**src/rtl/regfile_decoded_if.sv**
```systemverilog
// Bus bundle for regfile_decoded: write request, two read ports and the decoded write enable.
// The master drives the requests; the slave (the register file) returns read data and the decode.
interface regfile_decoded_if #(
    parameter int ADDR_W = 2,
    parameter int WIDTH  = 8
);
    logic                   RegWrite;
    logic [ADDR_W-1:0]      WriteRegister;
    logic [WIDTH-1:0]       WriteData;
    logic [ADDR_W-1:0]      ReadRegister1;
    logic [ADDR_W-1:0]      ReadRegister2;
    logic [WIDTH-1:0]       ReadData1;
    logic [WIDTH-1:0]       ReadData2;
    logic [(2**ADDR_W)-1:0] wr_onehot;

    modport master (
        output RegWrite, WriteRegister, WriteData, ReadRegister1, ReadRegister2,
        input  ReadData1, ReadData2, wr_onehot
    );

    modport slave (
        input  RegWrite, WriteRegister, WriteData, ReadRegister1, ReadRegister2,
        output ReadData1, ReadData2, wr_onehot
    );
endinterface

```
**src/rtl/regfile_decoded.sv**
```systemverilog
// 2**ADDR_W x WIDTH register file written through an enable-cascaded 1-to-2 decoder tree.
// Optional macro REGFILE_ZERO_REG_EN hardwires the top-index register to zero.
module regfile_decoded #(
    parameter int ADDR_W = 2,
    parameter int WIDTH  = 8,
    parameter int DELAY  = 50
) (
    input  logic             clk,
    input  logic             reset,
    regfile_decoded_if.slave bus
);
    localparam int NREG  = 2**ADDR_W;
    localparam int NODES = 2*NREG - 1;

    // DELAY only characterises settling time; it has no structural effect.
    if (DELAY < 0) begin : g_delay_chk
        $error("regfile_decoded: DELAY must be non-negative");
    end

    logic [NODES-1:0] tree;
    logic [NREG-1:0]  dec_en;
    logic [NREG-1:0]  wr_onehot_w;
    logic [WIDTH-1:0] regs_q [NREG];
    logic [WIDTH-1:0] regs_d [NREG];
    logic [WIDTH-1:0] rd1;
    logic [WIDTH-1:0] rd2;

    // Heap-ordered decoder tree: node p feeds 2p+1 (bit=0) and 2p+2 (bit=1), MSB at the root,
    // so leaf order matches the binary register index.
    assign tree[0] = bus.RegWrite;

    for (genvar l = 0; l < ADDR_W; l++) begin : g_level
        for (genvar n = 0; n < (2**l); n++) begin : g_node
            localparam int P = (2**l) - 1 + n;
            assign tree[2*P+1] = tree[P] & ~bus.WriteRegister[ADDR_W-1-l];
            assign tree[2*P+2] = tree[P] &  bus.WriteRegister[ADDR_W-1-l];
        end
    end

    assign dec_en = tree[NODES-1:NREG-1];

`ifdef REGFILE_ZERO_REG_EN
    assign wr_onehot_w = {1'b0, dec_en[NREG-2:0]};
`else
    assign wr_onehot_w = dec_en;
`endif

    assign bus.wr_onehot = wr_onehot_w;

    always_comb begin
        for (int k = 0; k < NREG; k++) begin
            regs_d[k] = regs_q[k];
            if (wr_onehot_w[k]) begin
                regs_d[k] = bus.WriteData;
            end
        end
    end

    // Reset wins over any write presented at the same edge.
    always_ff @(posedge clk) begin
        if (reset) begin
            for (int k = 0; k < NREG; k++) begin
                regs_q[k] <= '0;
            end
        end else begin
            for (int k = 0; k < NREG; k++) begin
                regs_q[k] <= regs_d[k];
            end
        end
    end

    always_comb begin
        rd1 = regs_q[bus.ReadRegister1];
        rd2 = regs_q[bus.ReadRegister2];
`ifdef REGFILE_ZERO_REG_EN
        if (bus.ReadRegister1 == ADDR_W'(NREG-1)) rd1 = '0;
        if (bus.ReadRegister2 == ADDR_W'(NREG-1)) rd2 = '0;
`endif
    end

    assign bus.ReadData1 = rd1;
    assign bus.ReadData2 = rd2;
endmodule

```
**src/flat_wrapper.sv**
```systemverilog
// flat-port wrapper written by rule: the top's interface ports become plain ports
module regfile_decoded_flat 
#(
    parameter int ADDR_W = 2,
    parameter int WIDTH  = 8,
    parameter int DELAY  = 50
)
  (clk, reset, bus_RegWrite, bus_WriteRegister, bus_WriteData, bus_ReadRegister1, bus_ReadRegister2, bus_ReadData1, bus_ReadData2, bus_wr_onehot);
  regfile_decoded_if #(.ADDR_W(ADDR_W), .WIDTH(WIDTH)) bus_i ();
  input  logic clk;
  input  logic reset;
  input wire logic [$bits(bus_i.RegWrite)-1:0] bus_RegWrite;
  input wire logic [$bits(bus_i.WriteRegister)-1:0] bus_WriteRegister;
  input wire logic [$bits(bus_i.WriteData)-1:0] bus_WriteData;
  input wire logic [$bits(bus_i.ReadRegister1)-1:0] bus_ReadRegister1;
  input wire logic [$bits(bus_i.ReadRegister2)-1:0] bus_ReadRegister2;
  output wire logic [$bits(bus_i.ReadData1)-1:0] bus_ReadData1;
  output wire logic [$bits(bus_i.ReadData2)-1:0] bus_ReadData2;
  output wire logic [$bits(bus_i.wr_onehot)-1:0] bus_wr_onehot;
  assign bus_i.RegWrite = bus_RegWrite;
  assign bus_i.WriteRegister = bus_WriteRegister;
  assign bus_i.WriteData = bus_WriteData;
  assign bus_i.ReadRegister1 = bus_ReadRegister1;
  assign bus_i.ReadRegister2 = bus_ReadRegister2;
  assign bus_ReadData1 = bus_i.ReadData1;
  assign bus_ReadData2 = bus_i.ReadData2;
  assign bus_wr_onehot = bus_i.wr_onehot;
  regfile_decoded #(.ADDR_W(ADDR_W), .WIDTH(WIDTH), .DELAY(DELAY)) u_core (.clk(clk), .reset(reset), .bus(bus_i));
endmodule
```
**config.mk**
```make
export PLATFORM = sky130hd
export DESIGN_NAME = regfile_decoded_flat
export DESIGN_NICKNAME = d
export VERILOG_FILES = /design/src/rtl/regfile_decoded_if.sv /design/src/rtl/regfile_decoded.sv /design/src/flat_wrapper.sv
export SDC_FILE = /design/constraint.sdc
export NUM_CORES = 1
export LEC_CHECK = 0
export ABC_AREA = 1
export BUFFER_PORTS_ARGS = -buffer_cell sky130_fd_sc_hd__buf_2
export CAP_MARGIN = 20
export CORE_ASPECT_RATIO = 2
export CORE_MARGIN = 1
export CORE_UTILIZATION = 54
export DETAILED_ROUTE_END_ITERATION = 7
export PLACE_DENSITY = 0.8
export SETUP_SLACK_MARGIN = 0.4
export SYNTH_ARGS = -nofsm -noshare
export SYNTH_HDL_FRONTEND = slang
export SYNTH_SLANG_ARGS = --single-unit
```
**constraint.sdc**
```tcl
create_clock -name clk -period 1.3 [get_ports clk]
set_input_delay 0.26 -clock clk [delete_from_list [all_inputs] [get_ports clk]]
set_output_delay 0.26 -clock clk [all_outputs]
set_load 0.01 [all_outputs]
```
== Word level (Yosys, flattened, before mapping) ==
Memory sizes are Yosys's and may differ from the RTL's.
Cells that the tools add are included.

* Flip-flop bits (word level): 0
* Latch bits: 0
* Memory bits (writable): 32
* Bits in read-only memories: 0
* Word-level logic and storage cells: 32
* Memories: 1

{| class="wikitable"
|+ Memories
! name !! depth !! width !! read ports !! clocked after Yosys merged registers in !! wr ports !! line !! source
|-
| u_core.regs_q || 4 || 8 || 2 || 0 || 4 || regfile_decoded.sv:23 || <nowiki>logic [WIDTH-1:0] regs_q [NREG];</nowiki>
|}

* Add/sub/neg operators: 0
* $mul: 0
* Divide/modulo/power cells: 0
* Order comparisons: 0
* Equality and inequality tests: 4
* Shift operators: 0
* Multiplexer cells: 11
* Bitwise gates (word level): 12
* Reduce and logical (&&, ||, !) cells: 4

{| class="wikitable"
|+ Operators with widths
! operator !! number
|-
| 2-to-1 mux 8 bit || 8
|-
| AND reduction 2 bit || 4
|-
| bitwise AND 1 bit || 6
|-
| inequality test 1 bit (second input constant) || 4
|-
| OR 1 bit || 4
|-
| 2-to-1 mux 1 bit || 3
|-
| inverter 1 bit || 2
|}

== Depth between registers and ports, before layout ==
Gate-level depths: netlist of run 1.

* Depth in word-level cells: 6
* Gate-level depth with buffers: 6
* Depth with buffers taken out: 4

== Least setup slack after synthesis of run 1 ==
No wires, ideal clock.

* Path type: in2out
* Start point: in bus_ReadRegister1[0]
* End point: out bus_ReadData1[6]
* Data arrival time: 846 ps
* Data required time: 1040 ps
* Setup slack: 194 ps
* Cell stages on the path: 6
* Path buffers: 2
* Cells stage by stage: buf_2 inv_2 buf_4 nand2_1 nand3_1 nand2_1

* Word-level cells in the longest chain between the ends: 1

{| class="wikitable"
|+ Ends and longest elaborated chain
! what !! line !! source
|-
| start, declared || flat_wrapper.sv:15 || <nowiki>input wire logic [$bits(bus_i.ReadRegister1)-1:0] bus_ReadRegister1;</nowiki>
|-
| memory (4 x 8 bit) || - ||
|-
| end, declared || flat_wrapper.sv:17 || <nowiki>output wire logic [$bits(bus_i.ReadData1)-1:0] bus_ReadData1;</nowiki>
|}

Every way passes these cells.

==> results.tsv, run 1 <==
stage	metric	value	unit
outcome	outcome	complete, but fails checks	
outcome	violations	DRC, setup timing	
synthesis	synth_cell_types	12	
sta	finalSetupViolations	13	
synthesis	yosysMostFrequentCell	nand2_1	
sta	fin_ws	-0.127	ns
synthesis	synthFlopType	edfxtp_1	
detailed_routing	wl_per_cell	19.3	um
cts	cts_sinks	32	
global_routing	overflow	0	
global_routing	grt_pass1_vias	1819	
detailed_routing	drt.antenna.violating_nets	0	
finish	syn_to_final_growth	52.5	%
finish	layout-drive-gt1-share	54.8	%
synthesis	yosys.area.top_type	edfxtp_1	
critical_path	cp_data_arrival_time	1.17	ns
global_routing	grt_max_degree	18	
detailed_routing	first_iter_violations	86	
cts	cts_tree	done	
detailed_routing	drtPass1Iterations	6	
power_and_ir_drop	vdd_ir_drop_max	1.10	mV
critical_path	crit_type	reg2out	
finish	registers.top_by_ff_count	u_core.regs_q	
cts	cts_buffers	5	
synthesis	synth-seq-cells	32	
synthesis	ys_seq_area_share	51.9	%
synthesis	synth_edf_count	32	
place	gp_congestion	0.925	
sta	worst_pin_slew	0.323	ns
global_routing	grt_first_pass_wirelength	7980	um
sta	slew_violations	0	
power_and_ir_drop	leakagePower	0.00131	uW
cts	clockRootBuffer	clkbuf_8	
power_and_ir_drop	power_per_cell_area	963	mW/mm^2
floorplanning	dieWidth	43.4	um
finish	largest_reg_flops	32	
worst_hold_path	hold_start	bus_WriteData[2]	
synthesis	async_flop_share	0	%
detailed_routing	viasPerCell	5.79	
cts	hold_buffers	0	
synthesis	syn_area	0.00185	mm^2
global_routing	antenna_found_initial	0	
floorplanning	die_h	84.8	um
floorplanning	row_count	29	
finish	nets	315	
finish	seq_area	961	um^2
critical_path	startpoint_type	flop	
detailed_routing	vias	1912	
finish	post_layout_nonfiller_instances	330	
sta	fin_crit_sh	110	%
run	max-cap-violations	0	
synthesis	syn-num-nets	265	
cts	cts_buffer_depth	2	
finish	multiInputGateArea	0.00102	mm^2
worst_hold_path	hp-class	in2reg	
finish	fillers	137	
synthesis	synth.top_cells.by_count	nand2_1, inv_1, nand3_1	
detailed_routing	drt-total-wl	6360	um
sta	slew_headroom	78.4	%
sta	clock.fmax	701	MHz
floorplanning	dieArea	0.00368	mm^2
sta	rsz0062_at_grt	yes	
sta	min_period	1.43	ns
floorplanning	core	0.00323	mm^2
finish	top_regs	u_core.regs_q (32)	
critical_path	required	1.04	ns
cts	clk_pin_slew	0.07	ns
finish	diodes	0	
sta	hold_viol	0	
synthesis	ys_warn_count	0	
synthesis	synth.top_cell.area_share	51.9	%
critical_path	cp_max_fo	2	
detailed_routing	drc_errors	4	
place	numPlacedInstances	311	
cts	htreeDepth	2	
place	dpl.hpwl	3250	um
floorplanning	start_util	57.4	%
floorplanning	ios	37	
critical_path	startpoint	u_core.regs_q[1][5]	
critical_path	endpoint	bus_ReadData2[5]	
global_routing	grt_usage	30.2	%
finish	final_util	87.5	%
critical_path	end_kind	output pin	
synthesis	syn_inst	248	
place	portBuffers	36	
synthesis	netlist_top_cells_area	edfxtp_1, nand2_1, inv_1	
synthesis	synth_area_per_cell	7.47	um^2
[placed cells by master, fill, tap and decap left out]
master      instances
nand2_1            54
edfxtp_1           32
nand2_2            29
buf_6              27
inv_2              25
nand3_2            23
inv_1              21
nor2_1             16
nor2_4             13
buf_2              11
nand3_1             9
buf_4               7
clkbuf_8            5
nand3_4             4
nor2_2              4
buf_12              3
inv_8               2
nand2_8             2
nand4_1             2
clkinv_2            2
clkbuf_4            2
inv_4               1
inv_6               1
clkinvlp_4          1
nand2_4             1
clkinv_1            1
buf_8               1
[timing repair]
action / 4_1_cts / 5_1_grt
gates cloned: 0 / 0
setup buffers: 7 / 4
setup endpoints to repair: 28 / 75
gates resized for setup: 47 / 96
pin swaps: 34 / 37
[area by class of cell]
cell class,count,share of cell area [%]
well taps,31,1.37
clock inverters,3,0.487
inverters,51,7.70
multi-input cells,157,36.3
clock buffers,5,2.43
repair buffers,51,17.8
flip-flops and latches,32,34.0
[power breakdown]
group | total (uW) | leakage [uW] | internal (uW) | switching [uW]
registers | 1250 | 0.000315 | 1210 | 32.2
clock network | 735 | 0.0000453 | 363 | 373
logic | 739 | 0.000950 | 306 | 433
total | 2720 | 0.00131 | 1880 | 838
[layer usage]
metal  track usage, %  share of wire, %  routed length, um  up-vias
li1                 -                 -                  -      869
met1             27.7                32               2060      896
met2             57.0                57               3610      118
met3             3.62               5.7                363       29
met4             20.7               5.1                322        0
met5                0                 0                  0        -
[per-stage QoR]
| step | area [um^2] | setup TNS, ns | setup WS [ns] | hold slack (ns) | total power [uW] |
|---|---|---|---|---|---|
| after detailed placement | 2140 | -0.0225 | -0.0128 | 0.610 | 1720 |
| after global routing | 2830 | -1.32 | -0.159 | 0.332 | 2800 |
| after global placement | 2140 | -0.0155 | -0.0155 | 0.604 | 1710 |
| after floorplan | 1970 | 0 | 0.318 | 0.503 | 1580 |
| final | 2830 | -0.695 | -0.127 | 0.325 | 2720 |
| after CTS | 2470 | -0.274 | -0.0345 | 0.312 | 2530 |
[how the worst min path moves through the flow]
stage	to	slack, ns	cells after the start
2_1_floorplan	u_core.regs_q[0][0]	0.50	2
6_report	u_core.regs_q[2][2]	0.33	3
5_1_grt	u_core.regs_q[2][2]	0.33	3
3_3_place_gp	u_core.regs_q[0][5]	0.60	3
3_5_place_dp	u_core.regs_q[2][5]	0.61	3
4_1_cts	u_core.regs_q[3][5]	0.31	3
[worst max-delay path: stages (launching register included)]
cell and delay [ns]:
edfxtp_1 0.37, inv_1 0.10, nand2_1 0.07, nand3_1 0.12, nand2_2 0.08, buf_6 0.12
[cells by family after synthesis]
| logic type | after synthesis | share of synthesized area (%) |
|---|---|---|
| buffers and inverters | 59 | 12.7 |
| flip-flops | 32 | 51.9 |
| AND/OR/NAND/NOR | 157 | 35.4 |
Note: power is estimated with default switching activity, not from simulation.
==> inputs of run 2 (changes only) <==
--- a/config.mk
+++ b/config.mk
@@ -6,13 +6,14 @@
 export NUM_CORES = 1
 export LEC_CHECK = 0
 export ABC_AREA = 1
-export BUFFER_PORTS_ARGS = -buffer_cell sky130_fd_sc_hd__buf_2
-export CAP_MARGIN = 20
+export CAP_MARGIN = 10
 export CORE_ASPECT_RATIO = 2
 export CORE_MARGIN = 1
-export CORE_UTILIZATION = 54
+export CORE_UTILIZATION = 59
 export DETAILED_ROUTE_END_ITERATION = 7
-export PLACE_DENSITY = 0.8
+export DONT_BUFFER_PORTS = 1
+export PLACE_DENSITY = 0.76
+export REMOVE_ABC_BUFFERS = 1
 export SETUP_SLACK_MARGIN = 0.4
 export SYNTH_ARGS = -nofsm -noshare
 export SYNTH_HDL_FRONTEND = slang
==> run 2 against run 1 <==
The flow now finishes without violations; count of clock-buffer cells in the layout rose by 1; critical endpoint is now bus_ReadData2[3]; largest power group unchanged; sequential power hardly changed; worst setup slack better by 0.19 ns; first-iteration DRC count is 17% lower; final cell count down 15%; routed wire length down 34%; core utilization shrank 15 points; design area shrank 23%; hold slack lost 0.090 ns; sequential share of layout area increased by 10 points.
==> results.tsv, run 2 (synthesis gave the netlist of run 1 again) <==
stage	metric	value	unit
sta	min_period	1.24	ns
critical_path	crit_type	reg2out	
detailed_routing	drc_errors	0	
finish	diodes	0	
cts	cts_buffer_depth	2	
floorplanning	core	0.00298	mm^2
critical_path	cp_data_arrival_time	0.98	ns
sta	finalSetupViolations	0	
run	max-cap-violations	0	
critical_path	startpoint_type	flop	
worst_hold_path	hp-class	in2reg	
critical_path	endpoint	bus_ReadData2[3]	
finish	nets	267	
sta	rsz0062_at_grt	yes	
place	place_area	0.00186	mm^2
critical_path	startpoint	u_core.regs_q[2][3]	
power_and_ir_drop	power_per_cell_area	1180	mW/mm^2
finish	fillers	242	
power_and_ir_drop	leakagePower	0.00106	uW
power_and_ir_drop	vdd_ir_drop_max	1.30	mV
place	portBuffers	0	
sta	tns	0	ns
detailed_routing	first_iter_violations	71	
detailed_routing	viasPerCell	5.35	
sta	slew_headroom	72.6	%
finish	layout_commonest_cell	nand2_1	
detailed_routing	vias	1503	
floorplanning	row_count	28	
finish	top_regs	u_core.regs_q (32)	
global_routing	grt_usage	25.4	%
cts	cts_tree	done	
floorplanning	die_h	81.3	um
detailed_routing	drtPass1Iterations	4	
outcome	outcome	finished clean	
global_routing	overflow	0	
finish	syn_to_final_growth	17.2	%
finish	final_util	72.9	%
global_routing	grt_first_pass_wirelength	6350	um
finish	largest_reg_flops	32	
floorplanning	dieArea	0.00338	mm^2
critical_path	cp_cell_sequence	inv_2, nand2_1, nand3_1, nand2_2	
sta	worst_pin_slew	0.410	ns
finish	registers.top_by_ff_count	u_core.regs_q	
cts	clk_pin_slew	0.06	ns
cts	clockRootBuffer	clkbuf_8	
detailed_routing	drt.antenna.violating_nets	0	
critical_path	end_kind	output pin	
critical_path	critPathMaxStageDelay	0.40	ns
sta	slew_violations	0	
sta	clock.fmax	807	MHz
critical_path	critPathSlowestCell	edfxtp_1	
cts	cts_buffers	5	
place	dpl.hpwl	2900	um
detailed_routing	drt-total-wl	4200	um
global_routing	grt_pass1_vias	1463	
floorplanning	ios	37	
floorplanning	start_util	62.2	%
critical_path	required	1.04	ns
critical_path	cp_max_fo	2	
finish	layout-drive-gt1-share	35.9	%
cts	cts_sinks	32	
finish	stdcell_area	0.00217	mm^2
finish	final_cell_mix	nand2_1, nor2_1, edfxtp_1	
detailed_routing	wl_per_cell	15.0	um
global_routing	antenna_found_initial	0	
sta	fin_crit_sh	95.3	%
cts	htreeDepth	2	
sta	hold_viol	0	
global_routing	grt_max_degree	18	
place	gp_congestion	0.839	
floorplanning	dieWidth	41.6	um
run 2: layout make-up:
class	instances	area [um^2]	area share, %
well taps	30	37.5	1.73
repair buffers	3	22.5	1.04
clock buffers	6	72.6	3.34
multi-input cells	157	852	39.2
flip-flops and latches	32	961	44.2
clock inverters	2	35.0	1.61
inverters	51	191	8.81
run 2: worst max-delay path: cells and delay by family (launching register included):
kind / cells / cell delay [ns]
buffers and inverters: 1 / 0.08
DFF: 1 / 0.40
and+or+nand+nor: 3 / 0.21
run 2: worst min-delay path by stage:
stage / end / depth (start not counted) / from / slack [ns]
floorplan: u_core.regs_q[0][0] / 2 / bus_WriteData[0] / 0.50
global placement: u_core.regs_q[2][7] / 2 / bus_WriteData[7] / 0.53
detailed placement: u_core.regs_q[2][1] / 2 / bus_WriteData[1] / 0.54
CTS: u_core.regs_q[3][7] / 2 / bus_WriteData[7] / 0.25
global route: u_core.regs_q[0][7] / 2 / bus_WriteData[7] / 0.25
finish: u_core.regs_q[3][7] / 2 / bus_WriteData[7] / 0.24
run 2: through the flow:
stage / hold slack, ns / worst slack (ns) / std cells / total power [uW]
CTS: 0.247 / 0.0684 / 280 / 2510
global placement: 0.532 / 0.211 / 272 / 1560
finish: 0.235 / 0.0607 / 281 / 2560
detailed placement: 0.536 / 0.164 / 272 / 1570
global route: 0.254 / 0.00819 / 281 / 2650
floorplan: 0.503 / 0.282 / 240 / 1500
run 2: report_power, final:
part | switching (uW) | internal (uW) | leakage [uW] | total, uW
Clock | 353 | 568 | 0.0000552 | 921
Combinational | 273 | 118 | 0.000692 | 391
Sequential | 29.1 | 1220 | 0.000315 | 1240
Total | 655 | 1900 | 0.00106 | 2560
run 2: what timing repair did:
action                     CTS  global route
hold buffers                 0             0
resized for setup           33            42
gates cloned                 0             0
buffers inserted             0             1
pin swaps                    9            21
setup endpoints to repair   16            26
run 2: metal layers:
layer	share of wire (%)	global-route usage, %	routed length [um]
met1	37	25.7	1540
met2	57	48.4	2400
met5	0	0	0
met4	3.0	13.9	126
met3	3.2	3.33	133
==> inputs of run 3 (changes only) <==
--- a/config.mk
+++ b/config.mk
@@ -13,6 +13,7 @@
 export DETAILED_ROUTE_END_ITERATION = 7
 export DONT_BUFFER_PORTS = 1
 export PLACE_DENSITY = 0.76
+export RECOVER_POWER = 25
 export REMOVE_ABC_BUFFERS = 1
 export SETUP_SLACK_MARGIN = 0.4
 export SYNTH_ARGS = -nofsm -noshare
==> run 3 against run 2 <==
Global-route usage stayed put; hold slack about the same; worst setup slack gained 0.00070 ns; sequential share of layout area grew 0.52 points; non-clock buffer count did not move; clock power about the same; flip-flop and latch count stayed put; sequential power hardly changed; critical path depth unchanged; critical endpoint unchanged; largest power group unchanged.
==> results.tsv, run 3 (synthesis gave the netlist of run 1 again) <==
stage	metric	value	unit
floorplanning	dieArea	0.00338	mm^2
detailed_routing	first_iter_violations	62	
finish	fillers	250	
run	max-cap-violations	0	
finish	post_layout_nonfiller_instances	281	
critical_path	cp_cell_sequence	inv_2, nand2_1, nand3_1, nand2_2	
finish	top_regs	u_core.regs_q (32)	
sta	worst_pin_slew	0.414	ns
critical_path	startpoint_type	flop	
floorplanning	row_count	28	
outcome	outcome	finished clean	
floorplanning	start_util	62.2	%
detailed_routing	vias	1514	
floorplanning	dieWidth	41.6	um
sta	min_period	1.24	ns
critical_path	end_kind	output pin	
critical_path	cp_max_fo	2	
finish	final_cell_mix	nand2_1, nor2_1, edfxtp_1	
detailed_routing	viasPerCell	5.39	
power_and_ir_drop	vdd_ir_drop_max	1.29	mV
cts	cts_buffer_depth	2	
critical_path	critPathMaxStageDelay	0.40	ns
sta	finalSetupViolations	0	
global_routing	antenna_found_initial	0	
worst_hold_path	hp-class	in2reg	
sta	slew_headroom	72.4	%
finish	nets	267	
sta	clock.fmax	807	MHz
place	portBuffers	0	
sta	tns	0	ns
cts	clk_pin_slew	0.06	ns
power_and_ir_drop	power_per_cell_area	1190	mW/mm^2
detailed_routing	drt.antenna.violating_nets	0	
place	preCtsSetupSlack	0.164	ns
global_routing	grt_first_pass_wirelength	6350	um
cts	htreeDepth	2	
cts	cts_buffers	5	
floorplanning	ios	37	
cts	clockRootBuffer	clkbuf_8	
place	gp_congestion	0.839	
finish	diodes	0	
global_routing	overflow	0	
detailed_routing	drc_errors	0	
sta	hold_viol	0	
floorplanning	core	0.00298	mm^2
finish	seq_area	961	um^2
place	numPlacedInstances	272	
detailed_routing	drt-total-wl	4180	um
place	dpl.hpwl	2900	um
sta	rsz0062_at_grt	yes	
sta	fin_ws	0.0614	ns
finish	layout-drive-gt1-share	33.9	%
critical_path	critPathSlowestCell	edfxtp_1	
detailed_routing	drtPass1Iterations	4	
finish	layout_commonest_cell	nand2_1	
critical_path	cp_data_arrival_time	0.98	ns
global_routing	grt_pass1_vias	1463	
sta	slew_violations	0	
finish	syn_to_final_growth	15.9	%
detailed_routing	wl_per_cell	14.9	um
finish	registers.top_by_ff_count	u_core.regs_q	
critical_path	required	1.04	ns
finish	largest_reg_flops	32	
global_routing	grt_max_degree	18	
sta	fin_crit_sh	95.3	%
floorplanning	die_h	81.3	um
global_routing	grt_usage	25.4	%
cts	cts_tree	done	
power_and_ir_drop	leakagePower	0.00105	uW
critical_path	crit_type	reg2out	
finish	multiInputGateArea	835	um^2
cts	cts_sinks	32	
run 3: changes by cell type in the layout (fill, tap and decap cells not counted), sizes merged:
cell,change
clkbuf,+2
buf,-2
run 3: timing repair:
action                     4_1_cts  5_1_grt
gates resized for setup         33       42
pin swaps                        9       21
gates cloned                     0        0
setup endpoints to repair       16       26
hold buffers                     0        0
buffers inserted                 0        1
run 3: layout make-up:
class                           count  area share [%]
Multi-Input combinational cell    157            38.9
Clock inverter                      2            1.63
Sequential cell                    32            44.8
Timing Repair Buffer                3           0.699
Clock buffer                        6            3.38
Inverter                           51            8.92
Tap cell                           30            1.75
run 3: power by group:
part / leakage [uW] / switching [uW] / internal, uW
combinational: 0.000683 / 271 / 115
clock: 0.0000552 / 350 / 568
sequential: 0.000315 / 29.4 / 1220
total: 0.00105 / 650 / 1900
run 3: per-layer routing:
metal | share of wire (%) | up-vias | global-route usage [%]
met2 | 57 | 40 | 48.4
met3 | 2.5 | 10 | 3.33
met5 | 0 | - | 0
met1 | 37 | 701 | 25.7
li1 | - | 763 | -
met4 | 3.1 | 0 | 13.9
run 3: critical path, delay by kind of cell (launching register included):
kind | cells | cell delay (ns)
flip-flops | 1 | 0.40
buffers and inverters | 1 | 0.08
AND/OR/NAND/NOR | 3 | 0.21
run 3: worst paths after layout:
kind | from | to | slack (ns) | depth (start not counted)
max | u_core.regs_q[2][3] | bus_ReadData2[3] | 0.06 | 4
min | bus_WriteData[7] | u_core.regs_q[3][7] | 0.24 | 2
run 3: stage by stage:
stage                     power (uW)  hold slack, ns  cell area [um^2]  util (%)
final                           2550           0.235              2150      72.1
after floorplan                 1500           0.503              1810         -
after global placement          1560           0.532              1860      62.5
after detailed placement        1570           0.536              1860      62.5
after CTS                       2510           0.247              2060      69.2
after global routing            2640           0.254              2150      72.1
